`config.mk`:
```
export PLATFORM = sky130hd
export DESIGN_NAME = ps2_host_tx
export DESIGN_NICKNAME = d
export VERILOG_FILES = /design/src/rtl/ps2_pkg.sv /design/src/rtl/ps2_line_sync.sv /design/src/rtl/ps2_host_tx.sv
export SDC_FILE = /design/constraint.sdc
export NUM_CORES = 1
export LEC_CHECK = 0
export BUFFER_PORTS_ARGS = -buffer_cell sky130_fd_sc_hd__buf_4
export CAP_MARGIN = 5
export CORE_ASPECT_RATIO = 0.8
export CORE_UTILIZATION = 65
export CTS_CLUSTER_DIAMETER = 60
export CTS_CLUSTER_SIZE = 12
export DETAILED_ROUTE_END_ITERATION = 6
export PLACE_DENSITY = 0.9
export SLEW_MARGIN = 20
export SYNTH_ARGS = -nofsm -noshare
export SYNTH_HDL_FRONTEND = slang
export SYNTH_HIERARCHICAL = 1
export SYNTH_SLANG_ARGS = --single-unit
```
`constraint.sdc`:
```
create_clock -name clock -period 3.49 [get_ports clock]
set_input_delay 0.349 -clock clock [delete_from_list [all_inputs] [get_ports clock]]
set_output_delay 0.349 -clock clock [all_outputs]
set_load 0.01 [all_outputs]
```
`src/rtl/ps2_pkg.sv`:
```
// Shared types and constants for the PS/2 host transmitter and its line front end.
package ps2_pkg;

  typedef enum logic [2:0] {
    ST_IDLE,
    ST_INHIBIT,
    ST_REQ,
    ST_SHIFT,
    ST_ACK,
    ST_WAITIDLE
  } state_e;

  localparam logic [7:0] CMD_SET_LEDS = 8'hED;
  localparam logic [7:0] CMD_ENABLE   = 8'hF4;
  localparam logic [7:0] CMD_RESET    = 8'hFF;
  localparam logic [7:0] RESP_ACK     = 8'hFA;

  localparam int TIMEOUT_W = 21;

  function automatic logic odd_parity(input logic [7:0] data);
    return ~^data;
  endfunction

endpackage

```
`src/rtl/ps2_line_sync.sv`:
```
// Synchronises the PS/2 clock and data pads into the clock domain and flags
// ps2_clk falling edges with a one-cycle pulse.
module ps2_line_sync #(
  parameter int SYNC_STAGES = 2
) (
  input  logic clock,
  input  logic reset,
  input  logic clk_in,
  input  logic data_in,
  output logic clk_sync,
  output logic data_sync,
  output logic clk_fall
);

  logic [SYNC_STAGES-1:0] clk_meta_q, clk_meta_d;
  logic [SYNC_STAGES-1:0] data_meta_q, data_meta_d;
  logic                   clk_prev_q, clk_prev_d;

  // NOTE: every signal assigned here is a pure function of the current inputs, so no latch is inferred.
  always_comb begin
    clk_meta_d  = {clk_meta_q[SYNC_STAGES-2:0], clk_in};
    data_meta_d = {data_meta_q[SYNC_STAGES-2:0], data_in};
    clk_prev_d  = clk_meta_q[SYNC_STAGES-1];
  end

  // Idle bus level is high, so resetting to 1 avoids a false fall after reset.
  // NOTE: non-blocking assignments keep every flop sampling the pre-edge values.
  always_ff @(posedge clock) begin
    if (reset) begin
      clk_meta_q  <= '1;
      data_meta_q <= '1;
      clk_prev_q  <= 1'b1;
    end else begin
      clk_meta_q  <= clk_meta_d;
      data_meta_q <= data_meta_d;
      clk_prev_q  <= clk_prev_d;
    end
  end

  assign clk_sync  = clk_meta_q[SYNC_STAGES-1];
  assign data_sync = data_meta_q[SYNC_STAGES-1];
  assign clk_fall  = clk_prev_q & ~clk_sync;

endmodule

```
`src/rtl/ps2_host_tx.sv`:
```
// Host-to-device PS/2 transmitter: inhibits the bus, requests to send, shifts one
// command byte out on device-generated clocks and reports ACK, NACK or timeout.
module ps2_host_tx
  import ps2_pkg::*;
#(
  parameter int INHIBIT_CYCLES = 12000,
  parameter int TIMEOUT_CYCLES = 1500000,
  parameter int SYNC_STAGES    = 2
) (
  input  logic       clock,
  input  logic       reset,
  input  logic       tx_valid,
  input  logic [7:0] tx_data,
  output logic       tx_ready,
  output logic       tx_done,
  output logic       tx_error,
  output logic       busy,
  input  logic       ps2_clk_in,
  input  logic       ps2_data_in,
  output logic       ps2_clk_oe,
  output logic       ps2_data_oe
);

  localparam int                   INH_W    = $clog2(INHIBIT_CYCLES + 1);
  localparam logic [INH_W-1:0]     INH_LAST = INH_W'(INHIBIT_CYCLES - 1);
  // Decided one cycle early so the registered pulse lands TIMEOUT_CYCLES cycles after REQ.
  localparam logic [TIMEOUT_W-1:0] TO_LAST  = TIMEOUT_W'(TIMEOUT_CYCLES - 2);

  logic clk_sync, data_sync, clk_fall;

  ps2_line_sync #(.SYNC_STAGES(SYNC_STAGES)) u_line_sync (
    .clock    (clock),
    .reset    (reset),
    .clk_in   (ps2_clk_in),
    .data_in  (ps2_data_in),
    .clk_sync (clk_sync),
    .data_sync(data_sync),
    .clk_fall (clk_fall)
  );

  state_e               state_q, state_d;
  logic [3:0]           bit_cnt_q, bit_cnt_d;
  logic [INH_W-1:0]     inh_cnt_q, inh_cnt_d;
  logic [TIMEOUT_W-1:0] to_cnt_q, to_cnt_d;
  logic [7:0]           shift_q, shift_d;
  logic                 par_q, par_d;
  logic                 ok_q, ok_d;
  logic                 clk_oe_q, clk_oe_d;
  logic                 data_oe_q, data_oe_d;
  logic                 done_q, done_d;
  logic                 err_q, err_d;
  logic                 ready_q, ready_d;

  always_comb begin
    state_d   = state_q;
    bit_cnt_d = bit_cnt_q;
    inh_cnt_d = inh_cnt_q;
    to_cnt_d  = to_cnt_q;
    shift_d   = shift_q;
    par_d     = par_q;
    ok_d      = ok_q;
    clk_oe_d  = clk_oe_q;
    data_oe_d = data_oe_q;
    done_d    = 1'b0;
    err_d     = 1'b0;

    unique case (state_q)
      ST_IDLE: begin
        if (tx_valid && ready_q) begin
          state_d   = ST_INHIBIT;
          shift_d   = tx_data;
          par_d     = odd_parity(tx_data);
          inh_cnt_d = '0;
          clk_oe_d  = 1'b1;
          data_oe_d = 1'b0;
        end
      end
      ST_INHIBIT: begin
        if (inh_cnt_q == INH_LAST) begin
          state_d   = ST_REQ;
          data_oe_d = 1'b1;
        end else begin
          inh_cnt_d = inh_cnt_q + 1'b1;
        end
      end
      ST_REQ: begin
        state_d   = ST_SHIFT;
        clk_oe_d  = 1'b0;
        bit_cnt_d = '0;
        to_cnt_d  = '0;
      end
      ST_SHIFT: begin
        if (clk_fall) begin
          bit_cnt_d = bit_cnt_q + 4'd1;
          if (bit_cnt_q < 4'd8) begin
            data_oe_d = ~shift_q[bit_cnt_q[2:0]];
          end else if (bit_cnt_q == 4'd8) begin
            data_oe_d = ~par_q;
          end else begin
            data_oe_d = 1'b0;
            state_d   = ST_ACK;
          end
        end
      end
      ST_ACK: begin
        if (clk_fall) begin
          bit_cnt_d = bit_cnt_q + 4'd1;
          ok_d      = ~data_sync;
          state_d   = ST_WAITIDLE;
        end
      end
      ST_WAITIDLE: begin
        if (clk_sync && data_sync) begin
          state_d = ST_IDLE;
          done_d  = ok_q;
          err_d   = ~ok_q;
        end
      end
      default: state_d = ST_IDLE;
    endcase

    // The timeout overrides whatever the frame logic decided this cycle.
    if (state_q inside {ST_SHIFT, ST_ACK, ST_WAITIDLE}) begin
      to_cnt_d = to_cnt_q + 1'b1;
      if (to_cnt_q == TO_LAST) begin
        state_d   = ST_IDLE;
        clk_oe_d  = 1'b0;
        data_oe_d = 1'b0;
        done_d    = 1'b0;
        err_d     = 1'b1;
      end
    end

    ready_d = (state_d == ST_IDLE) && !done_d && !err_d;
  end

  always_ff @(posedge clock) begin
    if (reset) begin
      state_q   <= ST_IDLE;
      bit_cnt_q <= '0;
      inh_cnt_q <= '0;
      to_cnt_q  <= '0;
      shift_q   <= '0;
      par_q     <= 1'b0;
      ok_q      <= 1'b0;
      clk_oe_q  <= 1'b0;
      data_oe_q <= 1'b0;
      done_q    <= 1'b0;
      err_q     <= 1'b0;
      ready_q   <= 1'b1;
    end else begin
      state_q   <= state_d;
      bit_cnt_q <= bit_cnt_d;
      inh_cnt_q <= inh_cnt_d;
      to_cnt_q  <= to_cnt_d;
      shift_q   <= shift_d;
      par_q     <= par_d;
      ok_q      <= ok_d;
      clk_oe_q  <= clk_oe_d;
      data_oe_q <= data_oe_d;
      done_q    <= done_d;
      err_q     <= err_d;
      ready_q   <= ready_d;
    end
  end

  assign tx_ready    = ready_q;
  assign busy        = ~ready_q;
  assign tx_done     = done_q;
  assign tx_error    = err_q;
  assign ps2_clk_oe  = clk_oe_q;
  assign ps2_data_oe = data_oe_q;

endmodule
```
# After elaboration in Yosys (flattened, before gate mapping)
# Index checks and enable logic that the tools add are counted.
word_totals:
  regBits: 62
  input_bits: 13
  output_inout_bits: 6
op_classes:
  add_sub_neg: 3
  n_lt_le_gt_ge: 2
  n_eq_ne: 11
  n_mux: 39
  bitwise: 7
  n_reduce_logical: 18
ops:
  columns: ["cell", "n"]
  rows:
  - ["$mux W21", 2]
  - ["$mux W14", 2]
  - ["$pmux W14 S2", 1]
  - ["$mux W3", 9]
  - ["$add A21 B1 Y21 const B", 1]
  - ["$eq A21 B21 Y1 const B", 1]
  - ["$mux W1", 19]
  - ["$pmux W3 S6", 1]
  - ["$add A14 B1 Y14 const B", 1]
  - ["$eq A14 B14 Y1 const B", 1]
  - ["$pmux W4 S2", 1]
  - ["$reduce_xnor A8 Y1", 1]
  - ["$eq A3 B2 Y1 const B", 2]
  - ["$eq A3 B3 Y1 const B", 2]
  - ["$logic_not A3 Y1", 2]
  - ["$not A1 Y1", 6]
  - ["$reduce_and A2 Y1", 3]
  - ["$reduce_bool A2 Y1", 3]
  - ["$add A4 B1 Y4 const B", 1]
  - ["$eq A4 B4 Y1 const B", 1]
  - ["$logic_and A1 B1 Y1", 4]
  - ["$lt A3 B4 Y1 const B", 1]
  - ["$lt A4 B4 Y1 const B", 1]
  - ["$mux W4", 1]
  - ["other kinds (11)", 13]

# Longest topological paths before layout
# Gate-level depths: netlist (run 1).
logic_depth:
  ltp_word: 10
  mapped_depth: 7
  depth_no_buf: 7

# By module
# Netlist (run 1), hierarchy kept.
modules_own_cells:
  columns: ["module", "n_inst", "cells_per_inst", "area_per_inst_um2", "seq_area_each_um2"]
  rows:
  - ["ps2_host_tx", 1, 359, 2984.1, 1141.1]
  - ["ps2_line_sync", 1, 11, 137.6, 100.1]

# Worst setup path before layout (run 1)
# No wires, ideal clock.
synth_timing:
  path_kind: "register to register"
  startpoint: "register inh_cnt_q[0]"
  endpoint: "register inh_cnt_q[7]"
  setup_time_ns: 0.071
  arrival_ns: 1.725
  slack_ns: 1.695
  stages_incl_launch_ff: 7
  period_less_slack_ns: 1.795
  path_cell_list: "dfxtp_1 ha_1 nand4_1 and4b_1 o21a_1 or4_1 a21oi_1"
synth_between:
  elab_chain_len: 3
synth_rtl:
  columns: ["element", "line_no", "text"]
  rows:
  - ["from (decl)", "ps2_host_tx.sv:43", "logic [INH_W-1:0] inh_cnt_q, inh_cnt_d;"]
  - ["from (signal assigned)", "ps2_host_tx.sv:154", "inh_cnt_q <= inh_cnt_d;"]
  - ["$add A14 B1 Y14 or $eq A14 B14 Y1 (tied branches)", "ps2_host_tx.sv:83, ps2_host_tx.sv:79", null]
  - ["$mux W14 or $ne A2 B2 Y1 (tied branches)", null, null]
  - ["$pmux W14 S2 or $reduce_and A3 Y1 (tied branches)", null, null]
# Several ways; a longest one is shown, not always the timed one. The select of a mux whose other input is x is not followed.
# A chain may end at the register's enable or synchronous reset.

# Worst setup path in the final report (run 1)
layout_timing:
  startpoint: "register state_q[1]"
  endpoint: "register inh_cnt_q[10]"
layout_between:
  elab_chain_len: 3
layout_rtl:
  columns: ["element", "line_no", "text"]
  rows:
  - ["from (decl)", "ps2_host_tx.sv:41", "state_e state_q, state_d;"]
  - ["from (signal assigned)", "ps2_host_tx.sv:152", "state_q <= state_d;"]
  - ["$eq A3 B1 Y1 or $logic_not A3 Y1 (tied branches)", "ps2_host_tx.sv:67", "unique case (state_q)"]
  - ["$ne A2 B2 Y1 (no line) or $reduce_bool A2 Y1 (tied branches)", null, null]
  - ["$reduce_and A3 Y1 (no line)", null, null]
# Several ways; a longest one is shown, not always the timed one.

==> results of run 1 <==
==> cell usage after synthesis, types with 7 or more instances <==
cell	number
sky130_fd_sc_hd__xnor2_1	10
sky130_fd_sc_hd__o211ai_1	8
sky130_fd_sc_hd__o21ai_0	16
sky130_fd_sc_hd__clkbuf_1	10
sky130_fd_sc_hd__nand4_1	10
sky130_fd_sc_hd__nor2_1	24
sky130_fd_sc_hd__nand2_1	43
sky130_fd_sc_hd__or3_1	10
sky130_fd_sc_hd__dfxtp_1	62
sky130_fd_sc_hd__nand3_1	20
sky130_fd_sc_hd__nand2b_1	7
sky130_fd_sc_hd__inv_1	14
sky130_fd_sc_hd__a21oi_1	33
==> path summary, 6_finish.rpt <==
kind                             startpoint                          to  slack [ns]  cells past startpoint
setup / recovery                 state_q[1]               inh_cnt_q[10]        1.17                      5
hold / removal                  ps2_data_in  u_line_sync/data_meta_q[0]        0.19                      2
setup reg to reg                 state_q[1]               inh_cnt_q[10]        1.17                      5
hold reg to reg   u_line_sync/clk_meta_q[0]   u_line_sync/clk_meta_q[1]        0.41                      1
==> sequential cells by signal (all words and copies together) (netlist names), 2 cells and up <==
signal	flops
to_cnt_q	21
inh_cnt_q	14
state_q	3
shift_q	8
bit_cnt_q	4
u_line_sync/data_meta_q	2
u_line_sync/clk_meta_q	2
==> kinds of logic (layout without fill, tap and decap cells) <==
group,count (synthesis),in the layout,share of synthesized area
adder cells (fa/ha/maj),5,5,0.0200
flip-flops,62,62,0.398
AND/OR/NAND/NOR,162,162,0.276
buffers and inverters,29,47,0.0373
XOR/XNOR,14,14,0.0393
AO/OA/AOI/OAI,89,89,0.191
multiplexers,9,9,0.0389
==> layout make-up <==
type | count | area, um^2
multi-input combinational | 279 | 1760
clock buffer | 14 | 163
inverter | 14 | 52.6
fill | 312 | 1160
tap | 60 | 75.1
timing repair buffer | 18 | 135
clock inverter | 1 | 5.00
sequential | 62 | 1240
==> routing by layer <==
| metal | up-vias | global-route usage |
|---|---|---|
| met4 | 0 | 0.116 |
| met2 | 143 | 0.421 |
| met1 | 1317 | 0.435 |
| met5 | - | 0 |
| met3 | 25 | 0.0986 |
| li1 | 1384 | - |
==> through the flow <==
stage               total power [mW]  area, um^2  hold slack [ns]  utilization  setup slack, ns
floorplan                      0.825        3120            0.383            -             1.69
global placement               0.855        3270            0.387        0.711             1.34
detailed placement             0.859        3270            0.393        0.711             1.23
CTS                             1.41        3440            0.172        0.747             1.20
global route                    1.45        3440            0.169        0.747             1.00
finish                          1.40        3440            0.191        0.747             1.17
==> report_power, final <==
| group | switching (mW) | internal, mW | total [mW] |
|---|---|---|---|
| Sequential | 0.0133 | 0.723 | 0.737 |
| Combinational | 0.0645 | 0.0446 | 0.109 |
| Clock | 0.260 | 0.292 | 0.552 |
| Total | 0.338 | 1.06 | 1.40 |
==> impl_results.rst, run 1 <==
.. list-table::
   :header-rows: 1

   * - Metric
     - Value
   * - Max Cap Violations
     - 0
   * - Post-DR wirelength/cell
     - around 16 um
   * - Top layer reached by signal wires
     - met4
   * - Initial DRC count
     - 308
   * - # clock sinks
     - 62
   * - Site row count
     - 22
   * - Setup repair after global routing missed its margin
     - false
   * - CTS Buffer Depth
     - 2
   * - Number of nets in the layout
     - between 400 and 500
   * - H-Tree Level Count
     - 3
   * - Routability cong.
     - 0.945
   * - Result of the run
     - completed
   * - Number of antenna violations at the first check in global routing
     - 0
   * - Avg Vias per Cell
     - ~6.4
   * - CP required
     - 3.75 ns
   * - Routed length on met2
     - 3.01 mm
   * - Dominant synthesized flop cell
     - sky130_fd_sc_hd__dfxtp_1
   * - # DRC
     - 0
   * - Worst path max stage delay
     - ~0.53 ns
   * - Die Span X
     - 79.5 um
   * - CP Launch Type
     - flip-flop
   * - Number of endpoints with negative hold slack in the final report
     - 0
   * - Global-route wire length before repair
     - about 12 mm
   * - Detailed-placement wirelength estimate
     - roughly 4.8 mm
   * - Cell class contributing the biggest share of worst-path delay
     - simple AND/OR/NAND/NOR gates
   * - Root Driver
     - sky130_fd_sc_hd__clkbuf_8
   * - Post-route met1 wirelength
     - approximately 3.3 mm
   * - Actual transition at the worst max-transition pin
     - roughly 0.72 ns
   * - Critical path peak fanout
     - 17
   * - Max_slew headroom
     - 0.518
   * - Wire length on met3
     - around 700 um
   * - Post-route clock period utilization
     - 0.666
   * - Type of the worst min-delay path
     - primary input to flip-flop
   * - Cells taking the most area after synthesis
     - sky130_fd_sc_hd__dfxtp_1, sky130_fd_sc_hd__a21oi_1, sky130_fd_sc_hd__nand2_1
   * - Setup TNS
     - 0 ns
   * - Count of unique library cells instantiated by Yosys
     - between 50 and 60
   * - GR Util All Layers
     - 0.305
   * - Critical path data arrival time
     - ~2.6 ns
   * - Vias in the first global route
     - approximately 2500
   * - Number of antenna-violating nets in the routed design
     - 0
   * - Setup-violating endpoint count in the final report
     - 0
   * - Cell count after synthesis
     - 370
   * - Portion of synthesized cell area occupied by the leading cell type
     - 0.398
   * - Crit. End Element
     - flip-flop
   * - Largest area contributor in the synthesized netlist
     - sky130_fd_sc_hd__dfxtp_1
   * - Shortest period the worst path allows
     - ~2.3 ns
   * - Residual overflow from global routing
     - 0
   * - TritonCTS clock tree
     - done
   * - Number of diodes added for antenna fixing
     - 0
   * - Area growth from synthesis to layout
     - 10.1%
   * - Number of buffers inserted for hold repair after clock tree synthesis
     - 0
   * - Cell Chain, Critical Path
     - nor2_1 > nand4_2 > o21a_1 > or4_1 > a21oi_1
   * - Core area
     - 4600 um^2
   * - Number of buffers added by the clock tree synthesis step
     - 9
   * - Max stage delay cell, worst path
     - sky130_fd_sc_hd__or4_1
   * - Detailed-route via count
     - between 2000 and 3000
   * - Dpl cells
     - approximately 430
   * - Post-CTS Setup Repair Bufs
     - 0
   * - Pin count of the biggest net entering global routing
     - 43
   * - Syn_area_per_cell
     - 8.44 um^2
   * - Worst vdd rail ir drop
     - 361 uV
   * - Die Footprint
     - ~5000 um^2
   * - Max-slew violation total from the final report
     - 0
   * - Netlist Area Pre-Place
     - ~3100 um^2
   * - Total detailed-routing wirelength
     - approximately 7.2 mm
   * - Die height
     - 64.0 um
   * - Post-cts gate resize count
     - 0
   * - Fmax
     - between 400 and 500 MHz
   * - Starting utilization of the core area
     - 0.679
   * - Total of flip-flops plus latches after synthesis
     - between 60 and 70
   * - Buffers on Ports
     - 18
   * - Clock slew at the register clock pins of the worst setup and hold paths
     - 0.07 ns
   * - Worst Path Class, Setup
     - flip-flop to flip-flop
   * - Setup clock skew after layout
     - approximately 0.0097 ns
   * - Commonest non-fill, non-tap cell in the layout
     - sky130_fd_sc_hd__dfxtp_1
   * - Leading cell types in the layout, fill and taps excluded
     - sky130_fd_sc_hd__dfxtp_1, sky130_fd_sc_hd__nand2_1, sky130_fd_sc_hd__a21oi_1
   * - Final std cells w/o fill
     - 448
   * - Post-synth ARST share
     - 0
   * - Power per Cell Area
     - 407 nW/um^2
   * - Proportion of layout cells with a drive suffix above 1
     - 0.108
   * - Number of enable flip-flop cells after synthesis
     - 0
   * - First-pass iteration count of the detailed router
     - 5
   * - Count of buffer and inverter cells on the critical path
     - 0
   * - Sequential element share of the synthesized area
     - 0.398
   * - Source-to-sink clock delay at the later pin of the worst-skew pair
     - 0.34 ns
   * - Leakage component of the power
     - between 1 and 1.5 nW
   * - Count of synthesis-stage warnings from yosys
     - 6
   * - Number of nets produced by synthesis
     - just under 400
   * - Ports
     - 19
Power figures use the tool's default switching activity.
==> run 2, diff against run 1 <==
--- a/config.mk
+++ b/config.mk
@@ -8,11 +8,11 @@
 export BUFFER_PORTS_ARGS = -buffer_cell sky130_fd_sc_hd__buf_4
 export CAP_MARGIN = 5
 export CORE_ASPECT_RATIO = 0.8
-export CORE_UTILIZATION = 65
+export CORE_UTILIZATION = 60
 export CTS_CLUSTER_DIAMETER = 60
 export CTS_CLUSTER_SIZE = 12
 export DETAILED_ROUTE_END_ITERATION = 6
-export PLACE_DENSITY = 0.9
+export PLACE_DENSITY = 0.85
 export SLEW_MARGIN = 20
 export SYNTH_ARGS = -nofsm -noshare
 export SYNTH_HDL_FRONTEND = slang
==> constraint.sdc (replaced) <==
create_clock -name clock -period 2.18 [get_ports clock]
set_input_delay 0.218 -clock clock [delete_from_list [all_inputs] [get_ports clock]]
set_output_delay 0.218 -clock clock [all_outputs]
set_load 0.01 [all_outputs]
==> run 2 against run 1 <==
  * Count of clock-buffer cells in the layout fell by 3
  * Worst setup slack got worse by 1.0 ns
  * Highest routed layer unchanged
  * Largest power group unchanged
  * Cell area rose by 3.7%
  * Largest cell class unchanged
  * Global-route usage fell by 0.55 points
  * Combinational power rose by 75%
  * Cell count rose by 3.1%
==> impl_results.rst, run 2 (synthesis results as in run 1) <==
.. list-table::
   :header-rows: 1

   * - Metric
     - Value
   * - CP required
     - 2.46 ns (-1.29 ns)
   * - Residual overflow from global routing
     - 0 (unchanged)
   * - Critical path data arrival time
     - 2.31 ns (-0.27 ns)
   * - # clock sinks
     - 62 (unchanged)
   * - Setup clock skew after layout
     - 0.0103 ns (+0.000667 ns)
   * - Cell Chain, Critical Path
     - ha_1 > nand4_1 > and4b_1 > o21a_1 > buf_4 > or3_1 > a21oi_1
   * - Avg Vias per Cell
     - 6.27 (-2.2%)
   * - Leading cell types in the layout, fill and taps excluded
     - sky130_fd_sc_hd__dfxtp_1, sky130_fd_sc_hd__nand2_1, sky130_fd_sc_hd__a21oi_1
   * - Leakage component of the power
     - 1.26 nW (+5.6%)
   * - Critical path peak fanout
     - 12 (-5)
   * - Type of the worst min-delay path
     - primary input to flip-flop
   * - Crit. End Element
     - flip-flop
   * - Switching part of the total
     - 0.250 (+0.00874)
   * - Multi-input gate area in the final layout
     - 1760 um^2 (unchanged)
   * - Dpl cells
     - 446 (+3.0%)
   * - Proportion of power drawn by combinational gates
     - 0.078 (about the same)
   * - Die Footprint
     - 5500 um^2 (+8.1%)
   * - Routability cong.
     - 0.894 (-5.4%)
   * - Post-cts gate resize count
     - 0 (unchanged)
   * - Setup repair after global routing missed its margin
     - false
   * - Fmax
     - 493 MHz (+15%)
   * - Source-to-sink clock delay at the later pin of the worst-skew pair
     - 0.36 ns (+0.02 ns)
   * - Setup-violating endpoint count in the final report
     - 0 (unchanged)
   * - Pin count of the biggest net entering global routing
     - 43 (unchanged)
   * - Worst path max stage delay
     - 0.35 ns (-0.18 ns)
   * - CP Launch Type
     - flip-flop
   * - Detailed-placement wirelength estimate
     - 5.12 mm (+5.8%)
   * - Shortest period the worst path allows
     - 2.03 ns (-0.295 ns)
   * - Buffers on Ports
     - 18 (unchanged)
   * - Total detailed-routing wirelength
     - 7.37 mm (+3.0%)
   * - Global-route wire length before repair
     - 12.2 mm (+2.6%)
   * - Detailed-route via count
     - 2895 (+0.91%)
   * - TritonCTS clock tree
     - done
   * - CTS Buffer Depth
     - 2 (unchanged)
   * - Setup TNS
     - 0 ns (unchanged)
   * - Max Cap Violations
     - 0 (unchanged)
   * - Core area
     - 5010 um^2 (+8.9%)
   * - Max-slew violation total from the final report
     - 0 (unchanged)
   * - Internal Power
     - 1.82 mW (+72%)
   * - Post-route clock period utilization
     - 0.930 (+0.265)
   * - Result of the run
     - completed
   * - Net Switching
     - 0.610 mW (+80%)
   * - Die height
     - 66.5 um (+4.0%)
   * - Vias in the first global route
     - 2584 (+4.2%)
   * - Part of the power in registers
     - 0.483 (-0.044)
   * - Number of antenna-violating nets in the routed design
     - 0 (unchanged)
   * - H-Tree Level Count
     - 3 (unchanged)
   * - Root Driver
     - sky130_fd_sc_hd__clkbuf_8
   * - Area used by sequential logic in the layout
     - 1240 um^2 (unchanged)
   * - Number of antenna violations at the first check in global routing
     - 0 (unchanged)
   * - Number of buffers added by the clock tree synthesis step
     - 9 (unchanged)
   * - Worst Path Class, Setup
     - flip-flop to flip-flop
   * - Worst vdd rail ir drop
     - 618 uV (+71%)
   * - Number of nets in the layout
     - 413 (+2.7%)
   * - Clock slew at the register clock pins of the worst setup and hold paths
     - 0.07 ns (about the same)
   * - Starting utilization of the core area
     - 0.623 (-0.0557)
   * - Post-DR wirelength/cell
     - 15.9 um (-0.10%)
   * - # DRC
     - 0 (unchanged)
   * - Clock share of power
     - 0.439 (+0.044)
   * - Die Span X
     - 82.6 um (+4.0%)
   * - Post-CTS Setup Repair Bufs
     - 0 (unchanged)
   * - Site row count
     - 23 (+4.5%)
   * - Final std cells w/o fill
     - 462 (+3.1%)
   * - First-pass iteration count of the detailed router
     - 5 (unchanged)
   * - Proportion of layout cells with a drive suffix above 1
     - 0.143 (+0.0343)
   * - Area growth from synthesis to layout
     - 14.1%
   * - Initial DRC count
     - 247 (-20%)
   * - Cell class contributing the biggest share of worst-path delay
     - simple AND/OR/NAND/NOR gates
   * - GR Util All Layers
     - 0.299 (-0.00551)
   * - Commonest non-fill, non-tap cell in the layout
     - sky130_fd_sc_hd__dfxtp_1
   * - Setup slack of the critical path after layout
     - 0.152 ns (-1.01 ns)
   * - Fillers
     - 385 (+23%)
   * - Max reg flops
     - 21 (unchanged)
   * - Number of endpoints with negative hold slack in the final report
     - 0 (unchanged)
   * - Place WS
     - 0.177 ns (-1.05 ns)
   * - Count of buffer and inverter cells on the critical path
     - 1 (+1)
   * - Power per Cell Area
     - 683 nW/um^2 (+68%)
   * - Register ranked first by flip-flop count
     - to_cnt_q
   * - Max stage delay cell, worst path
     - sky130_fd_sc_hd__dfxtp_1
   * - Ports
     - 19 (unchanged)
   * - Number of diodes added for antenna fixing
     - 0 (unchanged)
   * - Max_slew headroom
     - 0.617 (+0.0993)
   * - Actual transition at the worst max-transition pin
     - 0.560 ns (-0.162 ns)
   * - Number of buffers inserted for hold repair after clock tree synthesis
     - 0 (unchanged)
   * - Largest registers
     - to_cnt_q x21, inh_cnt_q x14, shift_q x8
run 2: per-stage QoR:
step           power, mW  hold WS (ns)   util  cell area, um^2
3_5_place_dp        1.39         0.390  0.670             3350
5_1_grt             2.51        0.0312  0.711             3560
4_1_cts             2.44        0.0268  0.711             3560
3_3_place_gp        1.38         0.386  0.670             3350
2_1_floorplan       1.32         0.315      -             3120
6_report            2.43        0.0426  0.711             3560
run 2: metal layers:
layer / vias up / track usage / wire [um]
li1: 1405 / - / -
met1: 1353 / 0.404 / 3470
met2: 123 / 0.433 / 3170
met3: 14 / 0.0822 / 545
met4: 0 / 0.151 / 188
met5: - / 0 / 0
run 2: power by group through the flow:
| stage | registers (mW) | clock network (mW) | logic [mW] |
|---|---|---|---|
| floorplan | 1.20 | 0 | 0.124 |
| global placement | 1.20 | 0 | 0.185 |
| detailed placement | 1.20 | 0 | 0.188 |
| CTS | 1.17 | 1.08 | 0.190 |
| global route | 1.18 | 1.12 | 0.208 |
| finish | 1.17 | 1.07 | 0.191 |
run 2: final timing paths:
check                                           startpoint                    endpoint  slack [ns]  depth (start not counted)
worst max-delay path                          inh_cnt_q[0]               inh_cnt_q[12]        0.15                          7
worst min-delay path                           ps2_data_in  u_line_sync/data_meta_q[0]        0.04                          2
worst max register to register                inh_cnt_q[0]               inh_cnt_q[12]        0.15                          7
worst min register to register  u_line_sync/data_meta_q[0]  u_line_sync/data_meta_q[1]        0.40                          1
run 2: area by class of cell:
type	instances	share of cell area
multi-input cells	279	0.495
flip-flops and latches	62	0.348
repair buffers	29	0.0611
clock buffers	11	0.0425
well taps	62	0.0218
clock inverters	5	0.0162
inverters	14	0.0148
